**src/rtl/eth_rx_frame.sv**
```systemverilog
// eth_rx_frame -- byte-level Ethernet receive framer (1000BASE-T, after RGMII capture).
// Strips preamble/SFD, optionally filters on destination MAC, checks the FCS inline
// and forwards DA..payload bytes (FCS excluded) with a per-frame status strobe.
//
// Ports:
//   clk, rst (async, active-low)
//   rx_data[7:0], rx_dv, rx_er     : byte stream from the capture stage
//   out_data[7:0], out_valid       : frame bytes, DA onward, FCS never emitted
//   out_sof                        : with the first DA byte
//   frame_done                     : one-cycle status strobe
//   frame_ok, crc_err, len_err,
//   phy_err, frame_len[10:0]       : status, held until the next frame_done
//
// Build option: define ETH_RX_MAC_FILTER_EN to accept only LOCAL_MAC or broadcast.
//
// state    | meaning
// IDLE     | waiting for rx_dv with a 0x55 byte after a low rx_dv cycle
// PREAMBLE | inside 0x55 run, waiting for SFD 0xD5
// DATA     | frame body, CRC/count/delay line active
// DROP     | discarding until rx_dv falls
`timescale 1ns/1ps
module eth_rx_frame #(
  parameter logic [47:0] LOCAL_MAC = 48'h02_00_00_00_00_01,
  parameter int          MIN_LEN   = 64,
  parameter int          MAX_LEN   = 1518
) (
  input  logic        clk,
  input  logic        rst,
  input  logic [7:0]  rx_data,
  input  logic        rx_dv,
  input  logic        rx_er,
  output logic [7:0]  out_data,
  output logic        out_valid,
  output logic        out_sof,
  output logic        frame_done,
  output logic        frame_ok,
  output logic        crc_err,
  output logic        len_err,
  output logic        phy_err,
  output logic [10:0] frame_len
);

  typedef enum logic [1:0] {IDLE, PREAMBLE, DATA, DROP} state_t;

  localparam logic [31:0] CRC_RESIDUE = 32'hDEBB20E3;
  localparam logic [10:0] MIN_L = 11'(MIN_LEN);
  localparam logic [10:0] MAX_L = 11'(MAX_LEN);

  state_t      state;
  logic [31:0] crc;
  logic [31:0] crc_nxt;
  logic [10:0] cnt;
  logic [10:0] cnt_nxt;
  logic [7:0]  dly [4];
  logic [7:0]  emit_data;
  logic        emit_vld;
  logic        emit_sof;
  logic        phy_lat;
  logic        drop_report;
  logic        dv_low_q;
  logic        over;
  logic        mac_miss;
  logic        kill;

  function automatic logic [31:0] crc_byte(input logic [31:0] c, input logic [7:0] d);
    logic [31:0] r;
    r = c;
    for (int i = 0; i < 8; i++)
      r = (r[0] ^ d[i]) ? ((r >> 1) ^ 32'hEDB88320) : (r >> 1);
    return r;
  endfunction

`ifdef ETH_RX_MAC_FILTER_EN
  logic       uc_ok;
  logic       bc_ok;
  logic [7:0] mac_byte;

  always_comb begin
    case (cnt[2:0])
      3'd0:    mac_byte = LOCAL_MAC[47:40];
      3'd1:    mac_byte = LOCAL_MAC[39:32];
      3'd2:    mac_byte = LOCAL_MAC[31:24];
      3'd3:    mac_byte = LOCAL_MAC[23:16];
      3'd4:    mac_byte = LOCAL_MAC[15:8];
      default: mac_byte = LOCAL_MAC[7:0];
    endcase
    // The decision at DA byte 5 folds in the current byte, since the flags only cover bytes 0..4.
    mac_miss = (cnt == 11'd5) &&
               !(uc_ok && (rx_data == mac_byte)) &&
               !(bc_ok && (rx_data == 8'hFF));
  end
`else
  always_comb mac_miss = 1'b0;
`endif

  always_comb begin
    crc_nxt = crc_byte(crc, rx_data);
    cnt_nxt = (cnt == 11'h7FF) ? cnt : cnt + 11'd1;
    over    = (cnt_nxt > MAX_L);
    kill    = over | mac_miss;
  end

  always_ff @(posedge clk or negedge rst) begin
    if (!rst) begin
      state       <= IDLE;
      crc         <= 32'hFFFFFFFF;
      cnt         <= '0;
      for (int i = 0; i < 4; i++) dly[i] <= '0;
      emit_data   <= '0;
      emit_vld    <= 1'b0;
      emit_sof    <= 1'b0;
      phy_lat     <= 1'b0;
      drop_report <= 1'b0;
      dv_low_q    <= 1'b0;
      out_data    <= '0;
      out_valid   <= 1'b0;
      out_sof     <= 1'b0;
      frame_done  <= 1'b0;
      frame_ok    <= 1'b0;
      crc_err     <= 1'b0;
      len_err     <= 1'b0;
      phy_err     <= 1'b0;
      frame_len   <= '0;
`ifdef ETH_RX_MAC_FILTER_EN
      uc_ok       <= 1'b1;
      bc_ok       <= 1'b1;
`endif
    end else begin
      dv_low_q   <= ~rx_dv;
      frame_done <= 1'b0;
      emit_vld   <= 1'b0;
      emit_sof   <= 1'b0;
      out_valid  <= emit_vld;
      out_sof    <= emit_sof;
      out_data   <= emit_data;

      case (state)
        IDLE: begin
          // A frame already in flight (e.g. after reset release) is ignored until rx_dv drops.
          if (rx_dv) begin
            if (rx_data == 8'h55 && dv_low_q) begin
              state <= PREAMBLE;
            end else begin
              state       <= DROP;
              drop_report <= 1'b0;
            end
          end
        end

        PREAMBLE: begin
          if (!rx_dv) begin
            state <= IDLE;
          end else if (rx_data == 8'hD5) begin
            state   <= DATA;
            cnt     <= '0;
            crc     <= 32'hFFFFFFFF;
            phy_lat <= 1'b0;
`ifdef ETH_RX_MAC_FILTER_EN
            uc_ok   <= 1'b1;
            bc_ok   <= 1'b1;
`endif
          end else if (rx_data != 8'h55) begin
            state       <= DROP;
            drop_report <= 1'b0;
          end
        end

        DATA: begin
          if (!rx_dv) begin
            state      <= IDLE;
            frame_done <= 1'b1;
            frame_len  <= cnt;
            crc_err    <= (crc != CRC_RESIDUE);
            len_err    <= (cnt < MIN_L) || (cnt > MAX_L);
            phy_err    <= phy_lat;
            frame_ok   <= (crc == CRC_RESIDUE) && (cnt >= MIN_L) && (cnt <= MAX_L) && !phy_lat;
          end else begin
            crc     <= crc_nxt;
            cnt     <= cnt_nxt;
            phy_lat <= phy_lat | rx_er;
            dly[0]  <= rx_data;
            dly[1]  <= dly[0];
            dly[2]  <= dly[1];
            dly[3]  <= dly[2];
            // Four bytes held back: the last four of the frame (the FCS) are never emitted.
            if (cnt >= 11'd4) begin
              emit_vld  <= 1'b1;
              emit_data <= dly[3];
              emit_sof  <= (cnt == 11'd4);
            end
`ifdef ETH_RX_MAC_FILTER_EN
            if (cnt < 11'd6) begin
              uc_ok <= uc_ok & (rx_data == mac_byte);
              bc_ok <= bc_ok & (rx_data == 8'hFF);
            end
`endif
            if (kill) begin
              state       <= DROP;
              drop_report <= over;
              emit_vld    <= 1'b0;
              emit_sof    <= 1'b0;
              out_valid   <= 1'b0;
              out_sof     <= 1'b0;
            end
          end
        end

        DROP: begin
          if (!rx_dv) begin
            state <= IDLE;
            if (drop_report) begin
              frame_done <= 1'b1;
              frame_len  <= cnt;
              len_err    <= 1'b1;
              crc_err    <= (crc != CRC_RESIDUE);
              phy_err    <= phy_lat;
              frame_ok   <= 1'b0;
            end
            drop_report <= 1'b0;
          end
        end

        default: state <= IDLE;
      endcase
    end
  end

endmodule

```
**config.mk**
```make
export PLATFORM = sky130hd
export DESIGN_NAME = eth_rx_frame
export DESIGN_NICKNAME = d
export VERILOG_FILES = /design/src/rtl/eth_rx_frame.sv
export SDC_FILE = /design/constraint.sdc
export NUM_CORES = 1
export LEC_CHECK = 0
export ABC_CLOCK_PERIOD_IN_PS = 4200
export CORE_AREA = 2 2 99 101
export DETAILED_ROUTE_END_ITERATION = 10
export DIE_AREA = 0 0 101 103
export HOLD_SLACK_MARGIN = 0.02
export PLACE_DENSITY = 0.93
export SLEW_MARGIN = 20
export SYNTH_ARGS = -nofsm -noshare
export SYNTH_HDL_FRONTEND = slang
export SYNTH_SLANG_ARGS = --single-unit
```
**constraint.sdc**
```tcl
create_clock -name clk -period 4.2 [get_ports clk]
set_input_delay 0.84 -clock clk [delete_from_list [all_inputs] [get_ports clk]]
set_output_delay 0.84 -clock clk [all_outputs]
set_load 0.005 [all_outputs]
```
==> PnR_summary.wiki <==
{| class="wikitable"
! Metric !! Value
|-
| Share of synthesized registers carrying an async set or reset || 100%
|-
| Leading cell types in the layout, fill and taps excluded || sky130_fd_sc_hd__nand2_1 (119), sky130_fd_sc_hd__dfrtp_1 (84), sky130_fd_sc_hd__clkdlybuf4s50_1 (36)
|-
| Die area || 0.0104 mm2
|-
| Mean post-synth cell area || 10.7 um2
|-
| Dominant cell type by area after synthesis || sky130_fd_sc_hd__dfrtp_1
|-
| Relative max-transition margin || 37.2%
|-
| Count of standard-cell rows || 36
|-
| Number of sinks driven by the clock tree || 116
|-
| Total grt overflow || 0
|-
| I/O Buffers || 37
|-
| Largest net degree at the start of global routing || 79
|-
| Synth top area cells || sky130_fd_sc_hd__dfrtp_1 (37%), sky130_fd_sc_hd__dfstp_2 (15%), sky130_fd_sc_hd__nand2_1 (7.9%), sky130_fd_sc_hd__xnor2_1 (5.4%), sky130_fd_sc_hd__xnor2_4 (2.9%)
|-
| Total routed wire length on the met1 layer || 5110 um
|-
| Cell area after placement || 0.00612 mm2
|-
| Post-synthesis instance total || 530
|-
| Setup crit end kind || flip-flop
|-
| Power density normalized to cell area || 840 mW/mm2
|-
| Final Instance Area || 0.00672 mm2
|-
| Power consumption || 5.65 mW
|-
| Setup Slack @ Placement || 831 ps
|-
| Hold violation total from the final report || 0
|-
| Number of buffers inserted to repair setup after CTS || 0
|-
| Total of flip-flops plus latches after synthesis || 116
|-
| Core region area || 0.00946 mm2
|-
| Critical Path Source Type || input pin
|-
| Sequential share of the synthesized area || 51.8%
|-
| Largest buffer count on any clock path || 2
|-
| Worst clock skew || 8.43 ps
|-
| Final-stage net count || 580
|-
| Post-synth net total || 544
|-
| Maximum capacitance violations || 0
|-
| Number of detailed-route iterations in the first pass || 7
|-
| Global Route Usage Sum || 26.8%
|-
| Leakage power summed over all cells || 2.96 nW
|-
| Clock tree root buffer cell || sky130_fd_sc_hd__clkbuf_8
|-
| Time the worst path needs with I/O delays and setup || 2910 ps
|-
| Synth top area share || 37.0%
|-
| Top layer reached by signal wires || met4
|-
| Transition time at the pin with the least slew margin || 942 ps
|-
| Quantity of hold-fixing buffers added after cts || 0
|-
| Most common cell after layout, fill and taps aside || sky130_fd_sc_hd__nand2_1
|-
| Leading register cell type out of synthesis || sky130_fd_sc_hd__dfrtp_1
|-
| Summed negative setup slack over all endpoints || 0 ps
|-
| Number of vias after detailed routing || 4209
|-
| Routed wirelength normalized by instance count || 19.0 um
|-
| P&R area growth vs syn || 18.3%
|-
| Drt drc || 0
|-
| Proportion of layout cells with a drive suffix above 1 || 19.0%
|-
| Die height || 103 um
|-
| Setup slack after layout || 1290 ps
|-
| Overall die width || 101 um
|-
| Worst setup path class || in -> reg
|-
| Maximum level of the CTS H-tree || 4
|-
| Number of design-rule violations left by the first detailed-router iteration || 346
|-
| Count of final max-slew check failures || 0
|-
| Kind of path behind the tightest hold check || reg -> reg
|-
| HPWL after detailed placement || 8040 um
|-
| Filler cell count in the final layout || 599
|-
| Peak fanout along the critical path || 32
|-
| Distinct cells, synth || 59
|-
| Post-synth design cell area || 0.00568 mm2
|-
| Starting density of the core || 60.1%
|-
| Vias per inst || 6.07
|-
| Number of buffers created by CTS || 17
|-
| Placer's final routability congestion estimate || 0.997
|-
| Number of enable-type register cells in the synthesized netlist || 0
|-
| Met3 wire length || 1040 um
|-
| Fin cells || 693
|-
| Initial antenna violation count || 0
|-
| # resized after CTS || 0
|-
| Clock slew at reported path FFs || 60 ps
|-
| Via count of the first global-routing pass || 4159
|-
| Global-route wire length before repair || 21200 um
|-
| Critical Path AT || 3350 ps
|-
| TritonCTS clock tree || done
|-
| Status || finished, final reports clean
|-
| Clock latency at the later pin of the worst-skew pair || 530 ps
|-
| Routed WL || 13200 um
|-
| Worst-case vdd ir drop || 0.794 mV
|-
| Synth warnings || 0
|-
| Number of instances in the placed design || 661
|-
| Number of routed nets with antenna violations || 0
|-
| Setup repair after global routing missed its margin || no
|-
| Total setup violations reported at the end of the flow || 0
|-
| Met2 wire length || 6700 um
|-
| Highest clock rate || 344 MHz
|-
| Diode insertion count for antenna repair || 0
|-
| Worst endpoint required time || 4640 ps
|-
| IO Count || 38
|-
| Final worst-path cycle share || 69.2%
|}
[cell families (layout without fill, tap and decap cells)]
logic type	Yosys count	in the layout	synth area share [%]
and+or+nand+nor	200	200	15.8
DFF	116	116	51.8
AOI/OAI and AO/OA	87	87	9.88
xor gates and xnor gates	71	71	15.3
buffers and inverters	37	86	2.97
muxes	17	17	3.90
adders and majority gates	2	2	0.440
[flip-flops by register name, summed over array words and instances, names as in the netlist, 2 cells and up]
| signal | count |
|---|---|
| dly | 32 |
| cnt | 11 |
| emit_data | 8 |
| frame_len | 11 |
| out_data | 8 |
| state | 2 |
| crc | 32 |
[area by class of cell]
type                    count  area, um2  share of cell area, %
flip-flops and latches    116       2940                   43.8
multi-input cells         377       2580                   38.4
repair buffers             44        420                   6.25
clock buffers              17        414                   6.16
clock inverters            15        184                   2.74
well taps                 114        143                   2.12
inverters                  10       37.5                  0.558
[metal layers]
metal	track usage, %	vias up
met3	6.64	44
met1	33.3	2055
li1	-	1874
met2	45.0	236
met5	0	-
met4	12.0	0
[synthesized netlist by cell type (4+ instances only)]
library cell	number
sky130_fd_sc_hd__xnor2_4	6
sky130_fd_sc_hd__nand3_1	8
sky130_fd_sc_hd__o21ai_0	8
sky130_fd_sc_hd__nor2_1	35
sky130_fd_sc_hd__nor3_1	4
sky130_fd_sc_hd__dfrtp_1	84
sky130_fd_sc_hd__mux2_4	8
sky130_fd_sc_hd__xnor2_2	5
sky130_fd_sc_hd__inv_1	7
sky130_fd_sc_hd__xor2_1	16
sky130_fd_sc_hd__nand2_1	119
sky130_fd_sc_hd__clkbuf_1	18
sky130_fd_sc_hd__xnor2_1	35
sky130_fd_sc_hd__o211ai_1	4
sky130_fd_sc_hd__xor2_2	6
sky130_fd_sc_hd__a22o_1	4
sky130_fd_sc_hd__a31oi_1	7
sky130_fd_sc_hd__o21ai_1	9
sky130_fd_sc_hd__dfstp_2	32
sky130_fd_sc_hd__a21oi_1	32
sky130_fd_sc_hd__nand4_1	6
sky130_fd_sc_hd__buf_2	6
sky130_fd_sc_hd__o22a_1	7
sky130_fd_sc_hd__mux2_1	6
[power breakdown]
group	switching (mW)	internal, mW	total, mW
combinational	1.15	1.15	2.30
sequential	0.317	1.56	1.88
clock	0.590	0.874	1.46
total	2.06	3.59	5.65
[critical path, cell delays in order]
cell,delay (ps)
sky130_fd_sc_hd__clkdlybuf4s50_1,520
sky130_fd_sc_hd__nor4bb_1,580
sky130_fd_sc_hd__a41oi_1,290
sky130_fd_sc_hd__nor2_2,390
sky130_fd_sc_hd__buf_4,410
sky130_fd_sc_hd__nor2_1,110
sky130_fd_sc_hd__a31oi_1,190
[path summary, 6_finish.rpt]
path | from | cells past startpoint | end | slack (ps)
min reg2reg | emit_data[3] | 0 | out_data[3] | 380
max reg2reg | state[0] | 6 | crc[10] | 1890
max in group asynchronous | rst | 2 | crc[23] | 2800
min | emit_data[3] | 0 | out_data[3] | 380
min in group asynchronous | rst | 1 | out_data[4] | 460
max | rx_data[1] | 7 | crc[10] | 1290
[through the flow]
step	util, %	hold slack, ps
after floorplan	-	354
after global placement	64.7	366
after detailed placement	64.7	372
after CTS	71.1	375
after global routing	71.1	380
final	71.1	376
Power figures use the tool's default switching activity.
